## config.mk

```make
export PLATFORM = sky130hd
export DESIGN_NAME = stepper_phase_ctrl
export DESIGN_NICKNAME = d
export VERILOG_FILES = /design/src/rtl/stepper_pkg.sv /design/src/rtl/johnson_phase_gen.sv /design/src/rtl/stepper_phase_ctrl.sv
export SDC_FILE = /design/constraint.sdc
export NUM_CORES = 1
export LEC_CHECK = 0
export CAP_MARGIN = 25
export CORE_MARGIN = 4
export CORE_UTILIZATION = 37
export DETAILED_ROUTE_END_ITERATION = 7
export REMOVE_ABC_BUFFERS = 1
export SYNTH_ARGS = -nofsm -noshare
export SYNTH_HDL_FRONTEND = slang
export SYNTH_HIERARCHICAL = 1
export SYNTH_SLANG_ARGS = --single-unit
```

## constraint.sdc

```tcl
create_clock -name clk -period 4.4 [get_ports clk]
set_input_delay 1.1 -clock clk [delete_from_list [all_inputs] [get_ports clk]]
set_output_delay 1.1 -clock clk [all_outputs]
set_load 0.01 [all_outputs]
```

## src/rtl/stepper_pkg.sv

```systemverilog
// Shared definitions for the stepper phase sequencer: FSM state encoding and
// direction constants.
`timescale 1ns/1ps
package stepper_pkg;

    typedef enum logic [1:0] {
        IDLE   = 2'd0,
        RUN    = 2'd1,
        FINISH = 2'd2
    } state_t;

    localparam logic DIR_FWD = 1'b0;
    localparam logic DIR_REV = 1'b1;

endpackage

```

## src/rtl/johnson_phase_gen.sv

```systemverilog
// Johnson-coded phase register: advances one code per enabled step in either
// direction and falls back to the all-zero code from any illegal pattern.
`timescale 1ns/1ps
module johnson_phase_gen
    import stepper_pkg::*;
#(
    parameter int WIDTH = 4
) (
    input  logic             clk,
    input  logic             rst,
    input  logic             i_step,
    input  logic             i_dir,
    output logic [WIDTH-1:0] o_phase
);

    logic [WIDTH-1:0] r_phase;
    logic [WIDTH-2:0] w_edges;
    logic             w_legal;

    // A legal Johnson code is a thermometer pattern: at most one bit boundary
    // where neighbouring bits differ.
    assign w_edges = r_phase[WIDTH-1:1] ^ r_phase[WIDTH-2:0];
    assign w_legal = ((w_edges & (w_edges - (WIDTH-1)'(1))) == '0);

    always_ff @(posedge clk or negedge rst) begin
        if (!rst) begin
            r_phase <= '0;
        end else if (i_step) begin
            if (!w_legal) begin
                r_phase <= '0;
            end else if (i_dir == DIR_REV) begin
                r_phase <= {~r_phase[0], r_phase[WIDTH-1:1]};
            end else begin
                r_phase <= {r_phase[WIDTH-2:0], ~r_phase[WIDTH-1]};
            end
        end
    end

    assign o_phase = r_phase;

endmodule

```

## src/rtl/stepper_phase_ctrl.sv

```systemverilog
// Command-driven move sequencer: latches a step count, period and direction,
// then steps the Johnson phase generator at that rate and reports progress.
`timescale 1ns/1ps
module stepper_phase_ctrl
    import stepper_pkg::*;
#(
    parameter int WIDTH = 4,
    parameter int CNT_W = 16,
    parameter int DIV_W = 16
) (
    input  logic             clk,
    input  logic             rst,
    input  logic             start,
    input  logic             dir,
    input  logic [CNT_W-1:0] steps,
    input  logic [DIV_W-1:0] period,
    input  logic             abort,
    output logic [WIDTH-1:0] phase,
    output logic             step_pulse,
    output logic             busy,
    output logic             done,
    output logic [CNT_W-1:0] steps_left
);

    state_t           r_state;
    logic             r_dir;
    logic [DIV_W-1:0] r_period_l;
    logic [DIV_W-1:0] r_divider;
    logic [CNT_W-1:0] r_steps_left;
    logic             r_step_pulse;
    logic             r_busy;
    logic             r_done;

    logic [DIV_W-1:0] w_period_eff;
    logic             w_step;

    assign w_period_eff = (period == '0) ? DIV_W'(1) : period;
    // Shared with the phase register so the new code lands on the same edge
    // that raises step_pulse.
    assign w_step = (r_state == RUN) && !abort && (r_divider == '0);

    always_ff @(posedge clk or negedge rst) begin
        if (!rst) begin
            r_state      <= IDLE;
            r_dir        <= DIR_FWD;
            r_period_l   <= '0;
            r_divider    <= '0;
            r_steps_left <= '0;
            r_step_pulse <= 1'b0;
            r_busy       <= 1'b0;
            r_done       <= 1'b0;
        end else begin
            r_step_pulse <= 1'b0;
            r_done       <= 1'b0;
            case (r_state)
                IDLE: begin
                    if (start) begin
                        if (steps != '0) begin
                            r_dir        <= dir;
                            r_period_l   <= w_period_eff;
                            r_divider    <= w_period_eff - DIV_W'(1);
                            r_steps_left <= steps;
                            r_busy       <= 1'b1;
                            r_state      <= RUN;
                        end else begin
                            r_done  <= 1'b1;
                            r_state <= FINISH;
                        end
                    end
                end
                RUN: begin
                    if (abort) begin
                        r_busy  <= 1'b0;
                        r_done  <= 1'b1;
                        r_state <= FINISH;
                    end else if (r_divider == '0) begin
                        r_step_pulse <= 1'b1;
                        r_steps_left <= r_steps_left - CNT_W'(1);
                        r_divider    <= r_period_l - DIV_W'(1);
                        if (r_steps_left == CNT_W'(1)) begin
                            r_busy  <= 1'b0;
                            r_done  <= 1'b1;
                            r_state <= FINISH;
                        end
                    end else begin
                        r_divider <= r_divider - DIV_W'(1);
                    end
                end
                FINISH: begin
                    r_state <= IDLE;
                end
                default: begin
                    r_busy  <= 1'b0;
                    r_state <= IDLE;
                end
            endcase
        end
    end

    johnson_phase_gen #(
        .WIDTH(WIDTH)
    ) u_phase_gen (
        .clk    (clk),
        .rst    (rst),
        .i_step (w_step),
        .i_dir  (r_dir),
        .o_phase(phase)
    );

    assign step_pulse = r_step_pulse;
    assign busy       = r_busy;
    assign done       = r_done;
    assign steps_left = r_steps_left;

endmodule

```

==> results.toml <==
[final_layout]
multi_input_area_um2 = 1950
layout-drive-gt1-share = 0.131
nNetsFinal = 487
fillers = 903
layout.area.seq_um2 = 1450
post-route-util = 0.482
synthToLayoutAreaGrowth_pct = 26.3
antenna_cells = 0

[critical_path]
r2r-end = "r_divider[14]"
r2r_cells = 8
crit_type = "primary input to flip-flop"
cp_max_fo = 6
end_kind = "flip-flop"
crit_required_ps = 4610
r2r_slack_ps = 1150
cp.arrival_ps = 3790
reg2reg_from = "r_state[1]"
crit_path_start_kind = "primary input"

[sta]
min_period_ps = 3570
rsz0062_at_grt = "false"
fmax_ghz = 0.280
tns_ps = 0
final_hold_viol_count = 0
fin_skew_ps = 5.80
slew_headroom = 0.448
setup_violations = 0
slew_viol_final = 0
period_share = 0.812
worstMarginPinSlew_ps = 827

[cts]
cts_root_buf = "clkbuf_8"
post-cts-setup-buffers = 0
clock-sinks = 58
cts_resized = 0
cts.path.max_buffers = 2
numCtsBuffers = 9
worstSkewPairLatency_ps = 330
clk_pin_slew_ps = 70
cts_tree = "built"
cts_hold_buf = 0
h-tree-depth = 3

[synthesis]
syn_inst = 389
synth_simple_gate_area_frac = 0.209
ys_seq_area_frac = 0.410
dominantRegCellSynth = "dfrtp_1"
avgSynthCellArea_um2 = 9.10
async_flop_share = 1.00
ys_seq_elements = 58
synthMuxAreaShare = 0.0838
synth_compound_area_frac = 0.224
synth_xor_area_frac = 0.0247
yosysUniqueCellTypes = 67
synth_top_family_by_area = "compound AO/OA/AOI/OAI gates"
syn_area_um2 = 3540
synth_edf_count = 0
yosys_warnings = 6
synth_fa_ha_area_frac = 0.0106

[flow_run]
drv_cap = 0

[route]
finalWirelength_um = 9850
via_per_inst = 5.67
drc = 0
drt_iter0_drc = 170
met3WireLength_um = 521
firstDrtPassIters = 5
wl_met2_um = 4430
post_drt_wl_per_cell_um = 16.9
vias = 3294
ant_nets = 0
wl_met1_um = 4700
top_layer_used = "met4"

[floorplan]
die_w_um = 106
initial_core_util = 0.381
rows = 35
die_area_um2 = 11200
fp.dieH_um = 106
ioPinCount = 60
core-area_um2 = 9280

[hold_path]
min_to = "r_period_l[15]"
hp-class = "flip-flop to flip-flop"
holdPathStages = 1
hold_path.startpoint = "r_period_l[15]"

[power_and_ir_drop]
p_leak_nw = 1.72
ir_drop_uv = 263
pwr_density_cell_nw_per_um2 = 664
design_power_total_mw = 2.97

[global_routing]
grt_max_degree = 35
grt.total_usage = 0.180
antenna_found_initial = 0
first_global_vias = 3169
grt_first_pass_wirelength_um = 16100
overflow = 0

[placement]
hpwlAfterDp_um = 7160
io_buffers = 59
globalplace.congestion = 0.905

[run_status]
outcome = "completed"
==> worst max path at each step <==
stage / start / endpoint / slack, ps / cells after the start
2_1_floorplan: steps[11] / r_dir / 1030 / 6
3_3_place_gp: period[7] / r_divider[14] / 680 / 11
3_5_place_dp: period[2] / r_divider[14] / 500 / 11
4_1_cts: period[2] / r_divider[14] / 850 / 11
5_1_grt: period[2] / r_divider[14] / 640 / 11
6_report: period[2] / r_divider[14] / 830 / 11
==> placed cells by master, fill, tap and decap left out, types with 3 or more instances in the layout <==
cell,instances
dfrtp_1,58
a22oi_1,3
a31oi_1,5
nor3_1,11
mux2_2,21
nand3_1,12
nor2_1,36
clkdlybuf4s50_1,58
o211ai_1,5
xnor2_1,5
nand4_1,5
o2bb2ai_1,4
buf_4,8
mux2i_1,6
o21ai_0,45
clkbuf_8,12
inv_1,5
a21oi_1,23
nor4_1,15
o22a_1,4
xor2_1,5
or4_1,3
nand2_1,40
ha_1,3
==> sequential cells by signal, indices dropped and copies added (netlist names) <==
register	cells
steps_left	16
r_period_l	16
r_dir	1
done	1
busy	1
step_pulse	1
r_state	2
u_phase_gen/o_phase	4
r_divider	16
==> critical path: stages <==
cell and delay (ps):
clkdlybuf4s50_1 570, nor4_1 110, a41oi_1 210, nand2_1 140
nand2_1 120, ha_1 190, o311ai_1 190, a211oi_2 400
nand2_1 140, o311a_1 370, a221o_1 260
==> metrics by stage <==
step,cell area (µm²),worst slack (ps),hold slack [ps],cells
floorplan,3430,1030,466,369
global placement,4230,676,494,565
detailed placement,4230,504,500,565
CTS,4470,846,515,581
global route,4470,638,529,581
finish,4470,827,516,581
==> cell usage after synthesis (3+ instances only) <==
cell type / number / area share
mux2_2: 21 / 0.067
nand3_1: 12 / 0.017
nor4_1: 15 / 0.027
xor2_1: 5 / 0.012
o21ai_0: 45 / 0.064
ha_1: 3 / 0.011
a22oi_1: 3 / 0.0064
buf_2: 6 / 0.0085
nor2_1: 36 / 0.038
o2bb2ai_1: 4 / 0.0099
inv_1: 5 / 0.0053
o22a_1: 4 / 0.0099
xnor2_1: 5 / 0.012
clkbuf_1: 8 / 0.0085
mux2i_1: 6 / 0.017
nand4_1: 5 / 0.0088
nand2_1: 40 / 0.042
o211ai_1: 5 / 0.011
nor3_1: 11 / 0.016
buf_6: 3 / 0.0095
a21oi_1: 23 / 0.033
a31oi_1: 5 / 0.0088
dfrtp_1: 58 / 0.41
or4_1: 3 / 0.0064
==> where the power goes <==
| group | leakage [nW] | total (mW) | internal [mW] | switching, mW |
|---|---|---|---|---|
| clock network | 0.119 | 0.585 | 0.364 | 0.221 |
| logic | 0.899 | 1.35 | 0.620 | 0.734 |
| registers | 0.704 | 1.03 | 0.775 | 0.257 |
==> cells by family (layout without fill, tap and decap cells) <==
group	after synthesis	in the layout
xor gates and xnor gates	10	10
adders and majority gates	3	3
buffers and inverters	26	89
AOI/OAI and AO/OA	121	121
and+or+nand+nor	144	144
muxes	27	27
DFF	58	58
==> cell type report <==
cell class                      count  area share
Clock buffer                       12      0.0369
Multi-Input combinational cell    305       0.437
Clock inverter                      4      0.0162
Tap cell                          129      0.0361
Sequential cell                    58       0.325
Inverter                            6     0.00504
Timing Repair Buffer               67       0.144
==> routing by layer <==
| metal | global-route usage | up-vias |
|---|---|---|
| met2 | 0.279 | 106 |
| met1 | 0.246 | 1599 |
| met3 | 0.0325 | 17 |
| li1 | - | 1572 |
| met4 | 0.0759 | 0 |
| met5 | 0 | - |
(Power assumes the default switching activity.)
